File: src/rtl/sub32_multicycle.sv
// Chunked multi-cycle subtractor: diff = a - b - bin, CHUNK bits per clock,
// borrow rippled between chunks through a register, valid/ready on both sides.
module sub32_multicycle #(
    parameter int unsigned N     = 32,
    parameter int unsigned CHUNK = 8
) (
    input  logic         clk,
    input  logic         rst,
    input  logic         start_valid,
    output logic         start_ready,
    input  logic [N-1:0] a,
    input  logic [N-1:0] b,
    input  logic         bin,
    output logic [N-1:0] diff,
    output logic         bout,
    output logic         zero,
    output logic         ovf,
    output logic         done_valid,
    input  logic         done_ready
);

    localparam int unsigned NCH = N / CHUNK;
    localparam int unsigned IW  = (NCH > 1) ? $clog2(NCH) : 1;
    localparam int unsigned BW  = (N > 1) ? $clog2(N) : 1;
    localparam logic [IW-1:0] LAST = IW'(NCH - 1);

    typedef enum logic [1:0] {
        IDLE = 2'd0,
        BUSY = 2'd1,
        DONE = 2'd2
    } state_t;

    state_t          state_q;
    logic [N-1:0]    a_q;
    logic [N-1:0]    b_q;
    logic            borrow_q;
    logic [IW-1:0]   idx_q;
    logic [N-1:0]    diff_q;
    logic            bout_q;
    logic            zero_q;
    logic            ovf_q;
    logic            done_valid_q;

    logic [BW-1:0]    base;
    logic [CHUNK-1:0] a_chunk;
    logic [CHUNK-1:0] b_chunk;
    logic [CHUNK:0]   sub_w;
    logic [N-1:0]     diff_d;
    logic             borrow_d;
    logic             zero_d;
    logic             ovf_d;

    // One chunk per cycle; flags are derived from the diff as it will look
    // after this chunk is written, so the last cycle yields final flags.
    always_comb begin
        base     = BW'(32'(idx_q) * CHUNK);
        a_chunk  = a_q[base +: CHUNK];
        b_chunk  = b_q[base +: CHUNK];
        sub_w    = {1'b0, a_chunk} - {1'b0, b_chunk} - {{CHUNK{1'b0}}, borrow_q};
        diff_d   = diff_q;
        diff_d[base +: CHUNK] = sub_w[CHUNK-1:0];
        borrow_d = sub_w[CHUNK];
        zero_d   = (diff_d == '0);
        ovf_d    = (a_q[N-1] != b_q[N-1]) && (diff_d[N-1] != a_q[N-1]);
    end

    always_ff @(posedge clk or posedge rst) begin
        if (rst) begin
            state_q      <= IDLE;
            a_q          <= '0;
            b_q          <= '0;
            borrow_q     <= 1'b0;
            idx_q        <= '0;
            diff_q       <= '0;
            bout_q       <= 1'b0;
            zero_q       <= 1'b0;
            ovf_q        <= 1'b0;
            done_valid_q <= 1'b0;
        end else begin
            unique case (state_q)
                IDLE: begin
                    if (start_valid) begin
                        a_q      <= a;
                        b_q      <= b;
                        borrow_q <= bin;
                        idx_q    <= '0;
                        state_q  <= BUSY;
                    end
                end
                BUSY: begin
                    diff_q   <= diff_d;
                    borrow_q <= borrow_d;
                    if (idx_q == LAST) begin
                        idx_q        <= '0;
                        bout_q       <= borrow_d;
                        zero_q       <= zero_d;
                        ovf_q        <= ovf_d;
                        done_valid_q <= 1'b1;
                        state_q      <= DONE;
                    end else begin
                        idx_q <= idx_q + IW'(1);
                    end
                end
                DONE: begin
                    if (done_ready) begin
                        done_valid_q <= 1'b0;
                        state_q      <= IDLE;
                    end
                end
                default: begin
                    done_valid_q <= 1'b0;
                    state_q      <= IDLE;
                end
            endcase
        end
    end

    assign start_ready = (state_q == IDLE);
    assign done_valid  = done_valid_q;
    assign diff        = diff_q;
    assign bout        = bout_q;
    assign zero        = zero_q;
    assign ovf         = ovf_q;

endmodule

File: config.mk
export PLATFORM = sky130hd
export DESIGN_NAME = sub32_multicycle
export DESIGN_NICKNAME = d
export VERILOG_FILES = /design/src/rtl/sub32_multicycle.sv
export SDC_FILE = /design/constraint.sdc
export NUM_CORES = 1
export LEC_CHECK = 0
export CAP_MARGIN = 0
export CELL_PAD_IN_SITES_DETAIL_PLACEMENT = 1
export CELL_PAD_IN_SITES_GLOBAL_PLACEMENT = 2
export CORE_MARGIN = 3
export CORE_UTILIZATION = 28
export DETAILED_ROUTE_END_ITERATION = 10
export PLACE_DENSITY = 0.72
export SYNTH_ARGS = -nofsm -noshare
export SYNTH_HDL_FRONTEND = slang
export SYNTH_SLANG_ARGS = --single-unit
File: constraint.sdc
create_clock -name clk -period 3.5 [get_ports clk]
set_input_delay 0.525 -clock clk [delete_from_list [all_inputs] [get_ports clk]]
set_output_delay 0.525 -clock clk [all_outputs]
set_load 0.01 [all_outputs]
# == After elaboration in Yosys (flattened, before gate mapping) ==
# Cells that the tools add are included.
# op_classes
n_bitwise,1
muxes,13
n_eq_ne,8
n_shift,4
addsub,4
reduce_logical,9
# op_table
operator,n
$shiftx 32x6->8,2
$bwmux 32,1
$logic_not 32->1,1
$shift 8x7->32 const A,1
$shiftx 8x7->32,1
$mux 2,5
$sub 8x8->9,1
$sub 9x1->9,1
$neg 5->7,1
$ne 2x2->1 const B,3
$pmux 2 s3,1
$reduce_and 2->1,3
$reduce_and 3->1,2
$eq 2x2->1 const B,2
$pmux 2 s2,1
$mux 1,3
$pmux 1 s3,1
$add 2x1->2 const B,1
$eq 2x1->1 const B,1
$logic_not 2->1,1
$ne 1x1->1,2
$pmux 1 s2,1
$reduce_bool 2->1,1
$logic_and 1x1->1,1
$not 1->1,1
# word_totals
regBits,105
word_cells,49
output_inout_bits,37
inputBits,69

# == Logic depth before layout (Yosys ltp) ==
# depth
word_depth,7
depth_mapped,13
mapped_depth_nobuf,11

# == Worst setup path before layout ==
# No wires, ideal clock.
# synth_path
path_type,flip-flop to flip-flop
from,reg idx_q[0]
to,reg ovf_q (netlist: ovf)
path_buffers,2
required_time_ns,3.380
setup_time_ns,0.120
t_arrival_ns,3.546
path_stages_with_launch,12
setup_slack_ns,-0.166
period_less_slack_ns,3.666
cell_sequence,dfrtp_1 buf_6 clkbuf_1 mux4_2 fa_1 ha_1 nand2b_1 a2111o_1 nand3_2 a311oi_4 or4_1 o211a_1
# synth_between
elab_chain_len,7
word_cells_on_any_way,12
cone_classes,add/sub: 3; eq/ne: 2; shift: 4; mux: 1; reduce/logical: 2
# synth_lines
item,line_no,rtl
from (decl),37,logic [IW-1:0] idx_q;
from (signal assigned),101,idx_q <= idx_q + IW'(1);
"$shiftx 32x6->8, on equally long branches","57, 58",
$sub 8x8->9,59,"sub_w = {1'b0, a_chunk} - {1'b0, b_chunk} - {{CHUNK{1'b0}}, borrow_q};"
$sub 9x1->9,59,
$shiftx 8x7->32,61,diff_d[base +: CHUNK] = sub_w[CHUNK-1:0];
$bwmux 32,61,
$ne 1x1->1,64,ovf_d = (a_q[N-1] != b_q[N-1]) && (diff_d[N-1] != a_q[N-1]);
$logic_and 1x1->1,64,
to (signal assigned),97,ovf_q <= ovf_d;
to (decl),41,logic ovf_q;
# Several ways; a longest one is shown, not always the timed one.
# A chain may end at the register's enable or synchronous reset.

# == Final worst setup path ==
# Ends and elaborated chain as after synthesis.

==> qor.yml <==
synth_area_um2: 5100
max_stage_delay_ns: 0.53
grt_pass1_wl_mm: 23.7
required_ns: 3.75
dr.pass1.iters: 4
synth_most_common_cell: "nand2_1"
drt-vias-per-instance: 4.77
worst_setup_path_end_kind: "register"
finalMaxSlewViolations: 0
hold_slack_ns: 0.477
htree_levels: 3
status: "finished clean"
r2r_start: "idx_q[0]$_DFFE_PP0P_"
synth_ff_type: "dfrtp_1"
hold_buffers: 0
min_from: "a_q[19]$_DFFE_PP0P_"
syn_nets: 620
timing.rr.end: "ovf$_DFFE_PP0P_"
crit_family: "simple AND/OR/NAND/NOR gates"
remaining_drc_errors: 0
hold_depth: 2
ys_warn_count: 0
place_congestion: 0.809
final_hold_viol_count: 0
grt_max_degree: 106
finalWirelength_mm: 14.7
crit_chain: "buf_12, mux4_2, fa_1, ha_1, nand2b_1, a2111o_1, nand3_2, a311oi_4, or4_1, o211a_1"
n_antenna_cell: 0
yosysUniqueCellTypes: 41
numCtsBuffers: 9
fmax_mhz: 301
first_global_vias: 4358
crit_path_max_fanout: 11
fin_worst_skew_ns: 0.00944
hp-class: "register to register"
slew_headroom: 0.305
globalRouteTotalUtil: 0.150
ys_seq_area_frac: 0.515
syn_area_per_cell_um2: 9.61
die_y_um: 141
die_width_um: 141
ys_ff_latch: 105
clock_path_buffers: 2
final_layout_size_suffix_gt1_frac: 0.0839
synth_top_area_share: 0.515
syn_to_final_growth_pct: 33.9
setup_tns_ns: 0
critPathSlowestCell: "mux4_2"
drtIter0Drc: 180
dr_total_vias: 4145
critPathBufInv: 1
clk_latency_ns: 0.35
grt_overflow: 0
async_flop_share: 1.00
criticalPathCategory: "register to register"
cts.sinks: 105
core_area_um2: 17500
die_area_um2: 19900
r2r_slack_ns: 0.18
yosysTopAreaCell: "dfrtp_1"
synth_area_leaders: "dfrtp_1 51%, nand2_1 16%, mux4_2 7.1%"
yosys-top-cells-count: "214 x nand2_1, 105 x dfrtp_1, 29 x inv_1"
synthCells: 531
ff2ff_path_depth: 10
antenna_found_initial: 0
final_area_um2: 6830
worstMarginPinSlew_ns: 1.03
hold_end: "a_q[19]$_DFFE_PP0P_"
rows: 48
place_area_um2: 6480
ioPinCount: 106
rsz0062_at_grt: "false"
dpl.hpwl_mm: 10.8
worst-endpoint-arrival_ns: 3.57
portBuffers: 105
root_buffer: "clkbuf_16"
drv_cap: 0
period_share: 0.950
crit_path_start: "idx_q[0]$_DFFE_PP0P_"
setup_viol: 0
initial_core_util: 0.291
clk_pin_slew_worst_paths_ns: 0.07
layout.nets: 728
synth_edf_count: 0
cts_tree: "yes"
fin_crit_ns: 3.32
start_kind: "register"
post_drt_wl_per_cell_um: 16.9
drt.antenna.violating_nets: 0
[cell families after synthesis]
| logic type | count (synthesis) | share of synthesized area |
|---|---|---|
| and+or+nand+nor | 269 | 0.219 |
| buffers and inverters | 51 | 0.0390 |
| AOI/OAI and AO/OA | 66 | 0.0974 |
| adders and majority gates | 20 | 0.0520 |
| muxes | 16 | 0.0706 |
| DFF | 105 | 0.515 |
| xor gates and xnor gates | 4 | 0.00687 |
[what timing repair did]
item	CTS	global route
endpoints found under the hold margin	0	0
endpoints found under the setup margin	0	2
setup buffers	0	1
resized for setup	0	1
[worst max-delay path by stage]
| stage | slack [ns] | cells past startpoint | end |
|---|---|---|---|
| 3_3_place_gp | 0.22 | 11 | zero$_DFFE_PP0P_ |
| 2_1_floorplan | 0.003 | 11 | ovf$_DFFE_PP0P_ |
| 4_1_cts | 0.11 | 10 | ovf$_DFFE_PP0P_ |
| 5_1_grt | 0.04 | 10 | ovf$_DFFE_PP0P_ |
| 6_report | 0.18 | 10 | ovf$_DFFE_PP0P_ |
| 3_5_place_dp | 0.13 | 10 | ovf$_DFFE_PP0P_ |
[registers in the layout, indices dropped and copies added, names as in the netlist]
name        count
ovf             1
b_q            32
done_valid      1
borrow_q        1
zero            1
bout            1
diff           32
idx_q           2
state_q         2
a_q            32
[routing by layer]
layer	GRT usage	up-vias	routed length, um
met3	0.0261	15	580
met5	0	-	0
met1	0.204	2032	6980
met2	0.245	104	6830
met4	0.0449	0	256
li1	-	1994	-
[layout by cell type, fill, tap and decap left out, types with 3 or more instances in the layout]
master,netlist,routed
o21ai_0,13,13
nor4_1,8,8
nand2b_1,3,3
nand3_1,6,6
nand2_1,214,213
nor2_1,14,14
xnor2_1,4,4
buf_4,0,10
inv_1,29,28
a21oi_1,8,8
clkbuf_16,0,10
buf_12,0,3
ha_1,18,18
or4_1,4,4
a22o_1,24,24
clkdlybuf4s50_1,0,105
mux4_2,16,16
o211ai_1,3,3
a21boi_0,3,3
and2_1,4,3
nor2b_1,5,5
dfrtp_1,105,104
[per-stage QoR]
step | utilization | setup slack, ns | cells
after floorplan | - | 0.00281 | 531
after global placement | 0.369 | 0.216 | 851
after detailed placement | 0.369 | 0.130 | 851
after CTS | 0.388 | 0.111 | 867
after global routing | 0.390 | 0.0413 | 869
final | 0.390 | 0.176 | 869
[cell type report]
type                       instances  area [um^2]
fill                            2013        10700
sequential                       105         2630
multi-input combinational        375         2280
timing repair buffer             119         1210
tap                              225          282
clock buffer                       9          225
inverter                          29          111
clock inverter                     7         95.1
[tightest hold or removal path, stage by stage (launching register included)]
cell     delay (ns)
dfrtp_1        0.35
nand2_1        0.05
nand2_1        0.05
Power is left out: the tool's default activity adds up to more than one toggle a clock period on the data nets, which glitch-free logic cannot reach.
